==> src/rtl/bsg_cover_pkg.sv <==
// Shared definitions for the coverage drain stream (sender and receiver).
package bsg_cover_pkg;

    // Bit positions within the sticky error vector
    localparam int unsigned e_cover_err_cfg   = 0;
    localparam int unsigned e_cover_err_frame = 1;
    localparam int unsigned e_cover_err_count = 2;
    localparam int unsigned cover_err_w       = 3;

    // Beats needed to carry one entry of 'width' bits over an 'out_width' bus
    function automatic int unsigned cdiv(input int unsigned width, input int unsigned out_width);
        return (width + out_width - 1) / out_width;
    endfunction

endpackage

==> src/rtl/bsg_two_fifo.sv <==
// Two-entry FIFO; accepts a push while full if a pop happens in the same cycle.
module bsg_two_fifo #(
    parameter int unsigned width_p = 8
) (
    input  logic               clk,
    input  logic               reset_n,
    input  logic               v_i,
    input  logic [width_p-1:0] data_i,
    output logic               v_o,
    output logic [width_p-1:0] data_o,
    input  logic               yumi_i,
    output logic               full_n_c
);

    localparam int unsigned cnt_w_lp = 2;

    logic [width_p-1:0]  mem_r [2];
    logic                rptr_r, rptr_n;
    logic                wptr_r, wptr_n;
    logic [cnt_w_lp-1:0] cnt_r, cnt_n;
    logic                enq, deq;

    // Handshake qualification and next pointer/occupancy
    always_comb begin
        deq      = yumi_i & (cnt_r != '0);
        enq      = v_i & ((cnt_r != cnt_w_lp'(2)) | deq);
        rptr_n   = rptr_r ^ deq;
        wptr_n   = wptr_r ^ enq;
        cnt_n    = cnt_r + cnt_w_lp'(enq) - cnt_w_lp'(deq);
        full_n_c = (cnt_n == cnt_w_lp'(2));
    end

    // Storage and pointer registers
    always_ff @(posedge clk) begin
        if (!reset_n) begin
            mem_r[0] <= '0;
            mem_r[1] <= '0;
            rptr_r   <= 1'b0;
            wptr_r   <= 1'b0;
            cnt_r    <= '0;
        end else begin
            if (enq) begin
                mem_r[wptr_r] <= data_i;
            end
            rptr_r <= rptr_n;
            wptr_r <= wptr_n;
            cnt_r  <= cnt_n;
        end
    end

    assign v_o    = (cnt_r != '0);
    assign data_o = mem_r[rptr_r];

endmodule

==> src/rtl/bsg_cover_rx.sv <==
// Coverage drain receiver: reassembles beats into entries and checks burst framing.
module bsg_cover_rx
    import bsg_cover_pkg::*;
#(
    parameter int unsigned width_p    = 40,
    parameter int unsigned in_width_p = 32,
    parameter int unsigned els_p      = 4
) (
    input  logic                   aclk,
    input  logic                   aresetn,
    input  logic [7:0]             els_i,
    input  logic [7:0]             len_i,
    input  logic                   v_i,
    output logic                   ready_and_o,
    input  logic                   last_i,
    input  logic [in_width_p-1:0]  data_i,
    output logic                   v_o,
    output logic [width_p-1:0]     data_o,
    output logic                   last_o,
    input  logic                   ready_and_i,
    output logic [31:0]            burst_count_o,
    output logic [cover_err_w-1:0] err_o,
    input  logic                   err_clear_i
);

    localparam int unsigned len_lp     = cdiv(width_p, in_width_p);
    localparam int unsigned shift_w_lp = (len_lp > 1) ? (len_lp - 1) * in_width_p : in_width_p;
    localparam int unsigned beat_w_lp  = (len_lp > 1) ? $clog2(len_lp) : 1;
    localparam int unsigned ent_w_lp   = $clog2(els_p + 1);

    logic [shift_w_lp-1:0]  shift_r, shift_n;
    logic [beat_w_lp-1:0]   beat_r, beat_n;
    logic [ent_w_lp-1:0]    ent_r, ent_n, ent_inc;
    logic [31:0]            burst_r, burst_n;
    logic [cover_err_w-1:0] err_r, err_n, err_set;
    logic                   ready_r, ready_n;

    logic                   acc, at_end, burst_full;
    logic                   push_v, push_last;
    logic [width_p-1:0]     push_data;
    logic                   fifo_v, fifo_full_n;
    logic [width_p:0]       fifo_data;

    // Beat assembly, entry/burst counting and framing checks
    always_comb begin
        shift_n    = shift_r;
        beat_n     = beat_r;
        ent_n      = ent_r;
        burst_n    = burst_r;
        err_set    = '0;
        push_v     = 1'b0;
        push_last  = 1'b0;
        acc        = v_i & ready_r;
        at_end     = (beat_r == beat_w_lp'(len_lp - 1));
        ent_inc    = ent_r + ent_w_lp'(1);
        burst_full = (ent_inc == ent_w_lp'(els_p));
        push_data  = width_p'({shift_r, data_i});

        if ((els_i != 8'(els_p)) || (len_i != 8'(len_lp))) begin
            err_set[e_cover_err_cfg] = 1'b1;
        end

        if (acc) begin
            shift_n = shift_w_lp'({shift_r, data_i});
            if (last_i && !at_end) begin
                // Burst ended mid-entry: drop the partial entry
                err_set[e_cover_err_frame] = 1'b1;
                beat_n = '0;
                ent_n  = '0;
            end else if (at_end) begin
                push_v = 1'b1;
                beat_n = '0;
                if (last_i || burst_full) begin
                    // Close the burst, either normally or forced by the entry count
                    push_last = 1'b1;
                    ent_n     = '0;
                    if (last_i && burst_full) begin
                        burst_n = burst_r + 32'd1;
                    end else begin
                        err_set[e_cover_err_count] = 1'b1;
                    end
                end else begin
                    ent_n = ent_inc;
                end
            end else begin
                beat_n = beat_r + beat_w_lp'(1);
            end
        end

        err_n = (err_clear_i ? '0 : err_r) | err_set;
    end

    // Stall only when the next beat completes an entry and the buffer will be full
    always_comb begin
        ready_n = 1'b1;
        if ((beat_n == beat_w_lp'(len_lp - 1)) && fifo_full_n) begin
            ready_n = 1'b0;
        end
    end

    // State registers
    always_ff @(posedge aclk) begin
        if (!aresetn) begin
            shift_r <= '0;
            beat_r  <= '0;
            ent_r   <= '0;
            burst_r <= '0;
            err_r   <= '0;
            ready_r <= 1'b1;
        end else begin
            shift_r <= shift_n;
            beat_r  <= beat_n;
            ent_r   <= ent_n;
            burst_r <= burst_n;
            err_r   <= err_n;
            ready_r <= ready_n;
        end
    end

    bsg_two_fifo #(
        .width_p (width_p + 1)
    ) u_out_fifo (
        .clk      (aclk),
        .reset_n  (aresetn),
        .v_i      (push_v),
        .data_i   ({push_last, push_data}),
        .v_o      (fifo_v),
        .data_o   (fifo_data),
        .yumi_i   (ready_and_i),
        .full_n_c (fifo_full_n)
    );

    assign ready_and_o   = ready_r;
    assign v_o           = fifo_v;
    assign data_o        = fifo_data[width_p-1:0];
    assign last_o        = fifo_data[width_p];
    assign burst_count_o = burst_r;
    assign err_o         = err_r;

endmodule

==> config.mk <==
export PLATFORM = sky130hd
export DESIGN_NAME = bsg_cover_rx
export DESIGN_NICKNAME = d
export VERILOG_FILES = /design/src/rtl/bsg_cover_pkg.sv /design/src/rtl/bsg_two_fifo.sv /design/src/rtl/bsg_cover_rx.sv
export SDC_FILE = /design/constraint.sdc
export NUM_CORES = 1
export LEC_CHECK = 0
export ABC_AREA = 1
export CAP_MARGIN = 20
export CORE_MARGIN = 3
export CORE_UTILIZATION = 46
export CTS_CLUSTER_SIZE = 28
export DETAILED_ROUTE_END_ITERATION = 6
export GPL_ROUTABILITY_DRIVEN = 1
export GPL_TIMING_DRIVEN = 1
export PLACE_DENSITY_LB_ADDON = 0.12
export SLEW_MARGIN = 20
export SYNTH_ARGS = -nofsm -noshare
export SYNTH_HDL_FRONTEND = slang
export SYNTH_SLANG_ARGS = --single-unit
==> constraint.sdc <==
create_clock -name aclk -period 2.4 [get_ports aclk]
set_input_delay 0.24 -clock aclk [delete_from_list [all_inputs] [get_ports aclk]]
set_output_delay 0.24 -clock aclk [all_outputs]
set_load 0.02 [all_outputs]
==> results_dict.tcl, run 1 <==
set metrics [dict create \
    gp_congestion 0.864 \
    cts_hold_buf 0 \
    vdd_drop_max_mv 0.454 \
    setup_violations 0 \
    syn_avg_cell_area_um2 9.35 \
    post_cts_resized 0 \
    via_count 4947 \
    p_total_uw 6590 \
    synth-seq-cells 135 \
    antenna_found_initial 0 \
    initial_utilization_pct 48.2 \
    grt_usage_pct 20.0 \
    critPathSlowestCell "clkdlybuf4s50_1" \
    die_h_um 122 \
    maxCapViolCount 0 \
    cp_cell_sequence "buf_12 > mux2_2 > clkdlybuf4s50_1" \
    p_leak_uw 0.00332 \
    syn_nets 726 \
    tightest_slew_ns 0.490 \
    via_per_inst 5.01 \
    rows 41 \
    ant_nets 0 \
    dp_hpwl_mm 9.65 \
    dr.pass1.iters 6 \
    critPathLaunchType "flop" \
    synth_top_cells_by_area "edfxtp_1 40%, dfxtp_1 17%, nor2_1 8.6%" \
    port_buffers 131 \
    fin_crit_ns 2.18 \
    worstPathRequired_ns 2.16 \
    synth-edff-count 82 \
    route.detailed.drc 0 \
    clock.fmax_mhz 458 \
    postRouteWirelength_mm 14.5 \
    grt_max_degree 43 \
    h-tree-depth 4 \
    arrival_ns 1.94 \
    gr-total-overflow 0 \
    worstReg2RegStart "ent_r[0]" \
    synth_cell_types 39 \
    worstSetupPathType "flop to primary output" \
    clock_tree.root_cell "clkbuf_16" \
    rsz0062_at_grt "false" \
    finalCritPeriodShare_pct 91.0 \
    cts_sinks 135 \
    synthFlopType "edfxtp_1" \
    yosysWarnings 0 \
    synth_commonest_cells "143 x nor2_1, 97 x nand2_1, 88 x inv_1" \
    drtIter0Drc 357 \
    path_max_fanout 41 \
    async_reset_ff_share_pct 0 \
    core_area_um2 12900 \
    cts_setup_buffers 0 \
    cts_made_buffers 17 \
    avgRoutedWirePerCell_um 14.7 \
    cts_tree "done" \
    drive_gt1_share_pct 12.6 \
    die_x_um 122 \
    syn_area_um2 6220 \
    max-slew-margin-rel_pct 67.4 \
    fillers 1098 \
    hold_start "u_out_fifo.rptr_r" \
    syn2layout_area_growth_pct 34.4 \
    yosysSeqAreaShare_pct 56.6 \
    netlist_instances 666 \
    end_kind "primary output" \
    die-area_um2 15000 \
    slowest_delay_ns 0.54 \
    ios 132 \
    ctsLongestPathBuffers 2 \
    final_max_slew_viol_count 0 \
    grt_pass1_vias 4854 \
    setup-tns-final_ns 0 \
    grt_pass1_wl_mm 23.3 \
    synth_most_common_cell "nor2_1" \
    status "completed" \
    n_antenna_cell 0 \
    powerDensity_nw_per_um2 788 \
    finalHoldViolCount 0 \
    synth_top_cell_by_area "edfxtp_1" \
    clk_pin_slew_worst_paths_ns 0.05 \
    layout.nets 863 \
    yosys.area.top_type_share_pct 39.6 \
    hold_path_class "flop to flop" \
    clock_latency_ns 0.42 \
    finalClockSkew_ns 0.00669 \
]
cell families (layout without fill, tap and decap cells):
logic type	Yosys count	count (layout)	synth area share [%]
multiplexers	41	41	7.42
adder cells (fa/ha/maj)	6	6	1.21
flip-flops	135	135	56.6
XOR/XNOR	8	8	1.13
buffers and inverters	112	262	7.22
AND/OR/NAND/NOR	320	320	22.6
AO/OA/AOI/OAI	44	44	3.80
layout by cell type (no fill, tap or decap), types with 10 or more instances in the layout:
cell,instances
clkbuf_16,17
nand4_1,18
edfxtp_1,82
nor2_2,10
a21oi_1,21
mux2_2,41
inv_1,88
clkdlybuf4s50_1,131
nand2_1,94
nor2_1,143
nand3_1,28
dfxtp_1,52
o21ai_0,16
metrics by stage:
step | setup WS, ns | util [%] | instances | hold slack, ns | instance area, um^2
final | 0.215 | 64.7 | 988 | 0.459 | 8360
after global routing | 0.00717 | 64.7 | 988 | 0.483 | 8360
after CTS | 0.198 | 64.7 | 988 | 0.452 | 8360
after detailed placement | 0.175 | 60.0 | 956 | 0.445 | 7750
after global placement | 0.269 | 60.0 | 956 | 0.427 | 7750
after floorplan | 0.268 | - | 666 | 0.407 | 6230
sequential cells by signal (all words and copies together), names as in the netlist, named ones only:
signal	cells
ready_and_o	1
u_out_fifo.cnt_r	2
ent_r	3
burst_count_o	32
at_end	1
u_out_fifo.rptr_r	1
shift_r	8
err_o	3
u_out_fifo.mem_r	82
u_out_fifo.wptr_r	1
final timing paths:
kind                            slack (ns)  depth (start not counted)          endpoint
worst max-delay path                  0.22                          3        data_o[16]
worst max register to register        0.26                         11  burst_count_o[8]
worst min register to register        0.46                          1              flop
worst min-delay path                  0.46                          1              flop
cell type report:
class	count	area, um^2	share of cell area [%]
sequential	135	3520	42.1
multi-input combinational	419	2260	27.0
timing repair buffer	140	1420	16.9
clock buffer	17	425	5.09
inverter	90	338	4.04
tap	172	215	2.57
clock inverter	15	185	2.21
critical path: cells and delay by family, from the launching register on:
family	cells	cell delay [ns]
DFF	1	0.34
muxes	1	0.39
buffers and inverters	2	0.77
report_power, final:
group	switching (uW)	internal, uW	leakage, uW
combinational	643	625	0.00174
sequential	49.9	2590	0.00128
clock	961	1720	0.000297
total	1650	4940	0.00332
layer usage:
layer,vias to the layer above,global-route usage (%),part of all wire [%]
li1,2452,-,-
met1,2294,25.8,43
met2,174,32.7,49
met3,27,4.38,6.4
met4,0,8.75,2.0
met5,-,0,0
Note: power is estimated with default switching activity, not from simulation.
==> inputs of run 2 (changes only) <==
--- a/config.mk
+++ b/config.mk
@@ -14,6 +14,7 @@
 export GPL_ROUTABILITY_DRIVEN = 1
 export GPL_TIMING_DRIVEN = 1
 export PLACE_DENSITY_LB_ADDON = 0.12
+export REMOVE_ABC_BUFFERS = 1
 export SLEW_MARGIN = 20
 export SYNTH_ARGS = -nofsm -noshare
 export SYNTH_HDL_FRONTEND = slang
==> run 2 against run 1 <==
Worst hold slack got worse by 0.014 ns. Core utilization fell by 0.16 points. Critical path depth did not move.
==> results_dict.tcl, run 2 (same netlist as run 1, synthesis figures left out) <==
set metrics [dict create \
    end_kind "primary output" \
    timing.reg2reg.setup_slack_ns 0.29 \
    finalHoldViolCount 0 \
    grt_pass1_wl_mm 23.2 \
    via_count 4926 \
    p_total_uw 6300 \
    via_per_inst 4.97 \
    slowest_delay_ns 0.54 \
    gr-total-overflow 0 \
    fin_util_pct 64.5 \
    gp_congestion 0.902 \
    largest_reg_flops 82 \
    rr_worst_depth 12 \
    dr.pass1.iters 5 \
    critPathSlowestCell "clkdlybuf4s50_1" \
    ant_nets 0 \
    final_cell_mix "143 x nor2_1, 131 x clkdlybuf4s50_1, 94 x nand2_1" \
    drtIter0Drc 289 \
    rows 41 \
    worstSetupPathType "flop to primary output" \
    post_cts_resized 0 \
    initial_utilization_pct 48.2 \
    grt_usage_pct 19.7 \
    cts_setup_buffers 0 \
    cp_top_family "buffers and inverters" \
    finalClockSkew_ns 0.00973 \
    crit_buf_inv 2 \
    ctsLongestPathBuffers 2 \
    r2r-end "burst_count_o[28]" \
    rsz0062_at_grt "false" \
    die_h_um 122 \
    setup_violations 0 \
    layout.nets 867 \
    drive_gt1_share_pct 12.6 \
    layout_commonest_cell "nor2_1" \
    dpl_cell_area_um2 7770 \
    status "completed" \
    die_x_um 122 \
    cts_made_buffers 17 \
    route.detailed.drc 0 \
    postRouteWirelength_mm 14.3 \
    use_met1_pct 23.5 \
    p_leak_uw 0.00332 \
    arrival_ns 1.93 \
    critPathLaunchType "flop" \
    cts_hold_buf 0 \
    hold_start "els_i[2]" \
    final_max_slew_viol_count 0 \
    worstPathRequired_ns 2.16 \
    grt_pass1_vias 4917 \
    grt.busiest_layer "met2" \
    cts_tree "done" \
    antenna_found_initial 0 \
    syn2layout_area_growth_pct 34.0 \
    finalCritPeriodShare_pct 90.4 \
    max-slew-margin-rel_pct 67.9 \
    vdd_drop_max_mv 0.316 \
    hold_depth 4 \
    regMostFlops "u_out_fifo.mem_r" \
    clock.fmax_mhz 461 \
    clock_tree.root_cell "clkbuf_16" \
    cts_sinks 135 \
    core_area_um2 12900 \
    h-tree-depth 4 \
    avgRoutedWirePerCell_um 14.4 \
    die-area_um2 15000 \
    port_buffers 131 \
    worstReg2RegStart "ent_r[0]" \
    cp_cell_sequence "buf_12 > mux2_2 > clkdlybuf4s50_1" \
    grt_use_met2_pct 34.8 \
    fin_crit_ns 2.17 \
    powerDensity_nw_per_um2 755 \
    dp_hpwl_mm 9.67 \
    maxCapViolCount 0 \
    grt_max_degree 43 \
    ios 132 \
    n_antenna_cell 0 \
    gr-usage-met3_pct 4.29 \
    tightest_slew_ns 0.482 \
    hold_path_class "input port to flop" \
    clock_latency_ns 0.41 \
    path_max_fanout 41 \
    post-route-cell-area_um2 8340 \
    clk_pin_slew_worst_paths_ns 0.05 \
    whs_endpoint "err_o[0]" \
]
==> run 2: tightest hold or removal path: cells and delay by family <==
kind / cells / cell delay [ns]
buffers and inverters: 1 / 0.39
AND/OR/NAND/NOR: 3 / 0.19
==> run 2: layout make-up <==
| class | count | area (um^2) |
|---|---|---|
| Clock buffer | 20 | 437 |
| Inverter | 90 | 338 |
| Clock inverter | 12 | 110 |
| Sequential cell | 135 | 3520 |
| Timing Repair Buffer | 144 | 1460 |
| Tap cell | 172 | 215 |
| Multi-Input combinational cell | 419 | 2260 |
| Fill cell | 1080 | 4580 |
==> run 2: power breakdown <==
| group | switching [uW] | internal [uW] | leakage [uW] |
|---|---|---|---|
| sequential | 50.0 | 2590 | 0.00128 |
| clock | 895 | 1500 | 0.000274 |
| combinational | 635 | 626 | 0.00176 |
| total | 1580 | 4720 | 0.00332 |
==> run 2: per-stage QoR <==
| step | cells | TNS, ns | hold WS, ns | setup slack [ns] |
|---|---|---|---|---|
| floorplan | 644 | -78.54 | 0.360 | -1.14 |
| global placement | 958 | 0 | 0.429 | 0.264 |
| detailed placement | 958 | 0 | 0.439 | 0.191 |
| CTS | 990 | 0 | 0.431 | 0.174 |
| global route | 992 | 0 | 0.460 | 0.0486 |
| finish | 992 | 0 | 0.445 | 0.231 |
==> run 2: worst max path at each step <==
stage / slack (ns) / cells past startpoint / end
finish: 0.23 / 3 / data_o[14]
global route: 0.05 / 12 / burst_count_o[24]
CTS: 0.17 / 12 / burst_count_o[31]
detailed placement: 0.19 / 9 / burst_count_o[8]
global placement: 0.26 / 9 / burst_count_o[8]
floorplan: -1.14 / 4 / u_out_fifo.mem_r[1][0]
==> run 2: routing by layer <==
| metal | wire length (um) | part of all wire [%] | vias to the layer above |
|---|---|---|---|
| met5 | 0 | 0 | - |
| met4 | 280 | 2.0 | 0 |
| met3 | 775 | 5.4 | 23 |
| met2 | 7170 | 50 | 144 |
| met1 | 6030 | 42 | 2299 |
| li1 | - | - | 2460 |
==> inputs of run 3 (changes only) <==
--- a/config.mk
+++ b/config.mk
@@ -9,10 +9,9 @@
 export CAP_MARGIN = 20
 export CORE_MARGIN = 3
 export CORE_UTILIZATION = 46
-export CTS_CLUSTER_SIZE = 28
 export DETAILED_ROUTE_END_ITERATION = 6
 export GPL_ROUTABILITY_DRIVEN = 1
-export GPL_TIMING_DRIVEN = 1
+export GPL_TIMING_DRIVEN = 0
 export PLACE_DENSITY_LB_ADDON = 0.12
 export REMOVE_ABC_BUFFERS = 1
 export SLEW_MARGIN = 20
==> run 3 against run 2 <==
Non-clock buffer count is 7 lower. Sequential share of layout area is 0.052 points lower. Core utilization is 0.13 points higher. Final cell count is 0.60% lower. Sequential power hardly changed. Sequential cell count stayed put. Count of clock-buffer cells in the layout is 2 lower. Global-route usage is 0.30 points lower. Total power is 1.7% higher. Maximum frequency is 6.1% lower. Critical path type unchanged. Largest cell class unchanged.
==> results_dict.tcl, run 3 (same netlist as run 1, synthesis figures left out) <==
set metrics [dict create \
    hold_depth 4 \
    worstSetupPathType "flop to primary output" \
    gp_congestion 0.905 \
    h-tree-depth 4 \
    dr.pass1.iters 5 \
    powerDensity_nw_per_um2 766 \
    hold_start "els_i[2]" \
    clk_pin_slew_worst_paths_ns 0.06 \
    max-slew-margin-rel_pct 43.8 \
    final_max_slew_viol_count 0 \
    tightest_slew_ns 0.838 \
    port_buffers 131 \
    avgRoutedWirePerCell_um 14.3 \
    finalCritPeriodShare_pct 96.2 \
    cts_made_buffers 17 \
    pwr-share-clk_pct 39.2 \
    p_leak_uw 0.00332 \
    gr-total-overflow 0 \
    postRouteWirelength_mm 14.1 \
    switching_share_pct 24.9 \
    route.detailed.drc 0 \
    layout.nets 861 \
    rr_worst_depth 5 \
    die-area_um2 15000 \
    wl_met2_mm 7.12 \
    p_sw_uw 1600 \
    via_per_inst 5.00 \
    wl_met3_um 871 \
    die_x_um 122 \
    post-place-ws_ns -0.556 \
    clock_tree.root_cell "clkbuf_16" \
    regMostFlops "u_out_fifo.mem_r" \
    final_cell_mix "143 x nor2_1, 130 x clkdlybuf4s50_1, 94 x nand2_1" \
    rows 41 \
    worstPathRequired_ns 2.16 \
    dp_hpwl_mm 9.45 \
    grt_usage_pct 19.4 \
    finalClockSkew_ns 0.00689 \
    vdd_drop_max_mv 0.375 \
    arrival_ns 2.07 \
    timing.reg2reg.setup_slack_ns 0.11 \
    ant_nets 0 \
    end_kind "primary output" \
    drtIter0Drc 291 \
    fillers 1037 \
    n_antenna_cell 0 \
    worstReg2RegStart "ready_and_o" \
    cts_sinks 135 \
    setup_violations 0 \
    cts_hold_buf 0 \
    worst_slack_ns 0.0909 \
    critPathLaunchType "flop" \
    die_h_um 122 \
    maxCapViolCount 0 \
    finalHoldViolCount 0 \
    path_max_fanout 29 \
    initial_utilization_pct 48.2 \
    status "completed" \
    cts_tree "done" \
    grt_pass1_vias 4854 \
    p_total_uw 6410 \
    clock_latency_ns 0.42 \
    hold_path_class "input port to flop" \
    grt_pass1_wl_mm 22.5 \
    fin_crit_ns 2.31 \
    wl_met1_mm 5.92 \
    grt_max_degree 42 \
    ctsLongestPathBuffers 2 \
    internal-power_uw 4810 \
    rsz0062_at_grt "true" \
    pwr-share-comb_pct 19.1 \
    topRoutingLayerUsed "met4" \
    ios 132 \
    power_frac_seq_pct 41.7 \
    via_count 4928 \
    syn2layout_area_growth_pct 34.3 \
    r2r-end "u_out_fifo.mem_r[1][14]" \
    core_area_um2 12900 \
    whs_endpoint "err_o[0]" \
    clock.fmax_mhz 433 \
    drive_gt1_share_pct 12.0 \
    layout_commonest_cell "nor2_1" \
    antenna_found_initial 0 \
    largest_reg_flops 82 \
]
[run 3: repair_timing]
| action | in CTS | in global routing |
|---|---|---|
| gates resized for setup | 2 | 2 |
| buffers inserted | 0 | 1 |
| hold endpoints to repair | 0 | 0 |
| endpoints found under the setup margin | 70 | 85 |
| pin swaps | 0 | 2 |
| cloned | 0 | 1 |
[run 3: how the worst max path moves through the flow]
stage	startpoint	end	slack [ns]	cells after the start
floorplan	ready_and_o	u_out_fifo.mem_r[1][0]	-1.14	4
global placement	aresetn	u_out_fifo.mem_r[1][17]	-3.81	3
detailed placement	v_i	u_out_fifo.mem_r[0][17]	-0.56	7
CTS	ready_and_o	u_out_fifo.mem_r[0][23]	0.00004	6
global route	ready_and_o	u_out_fifo.mem_r[1][27]	-0.03	5
finish	flop	data_o[1]	0.09	3
[run 3: per-layer routing]
metal / vias up / track usage (%)
li1: 2457 / -
met1: 2291 / 22.6
met2: 163 / 34.6
met3: 17 / 5.35
met4: 0 / 6.72
met5: - / 0
[run 3: area by class of cell]
| cell class | count | area [um^2] | area share [%] |
|---|---|---|---|
| Timing Repair Buffer | 137 | 1410 | 16.8 |
| Clock buffer | 18 | 429 | 5.13 |
| Clock inverter | 14 | 139 | 1.66 |
| Tap cell | 172 | 215 | 2.57 |
| Inverter | 90 | 338 | 4.04 |
| Sequential cell | 135 | 3530 | 42.2 |
| Multi-Input combinational cell | 420 | 2300 | 27.6 |
[run 3: per-stage QoR]
stage	util [%]	setup TNS [ns]	hold slack (ns)	instance area, um^2	cells
2_1_floorplan	-	-78.54	0.360	6110	644
3_3_place_gp	59.1	-431.71	0.435	7640	947
3_5_place_dp	59.8	-36.58	0.436	7730	952
4_1_cts	64.3	0	0.397	8310	984
5_1_grt	64.7	-0.946	0.466	8360	986
6_report	64.7	0	0.441	8360	986
[run 3: power groups by stage]
stage	sequential [uW]	combinational, uW	clock (uW)
finish	2670	1220	2510
global route	2680	1310	2650
CTS	2670	1230	2550
detailed placement	2720	1220	0
global placement	2770	1140	0
floorplan	2740	644	0
[run 3: worst max-delay path, cell delays in order (launching register included)]
cell	delay [ns]
dfxtp_4	0.48
buf_12	0.23
mux2_2	0.35
clkdlybuf4s50_1	0.57
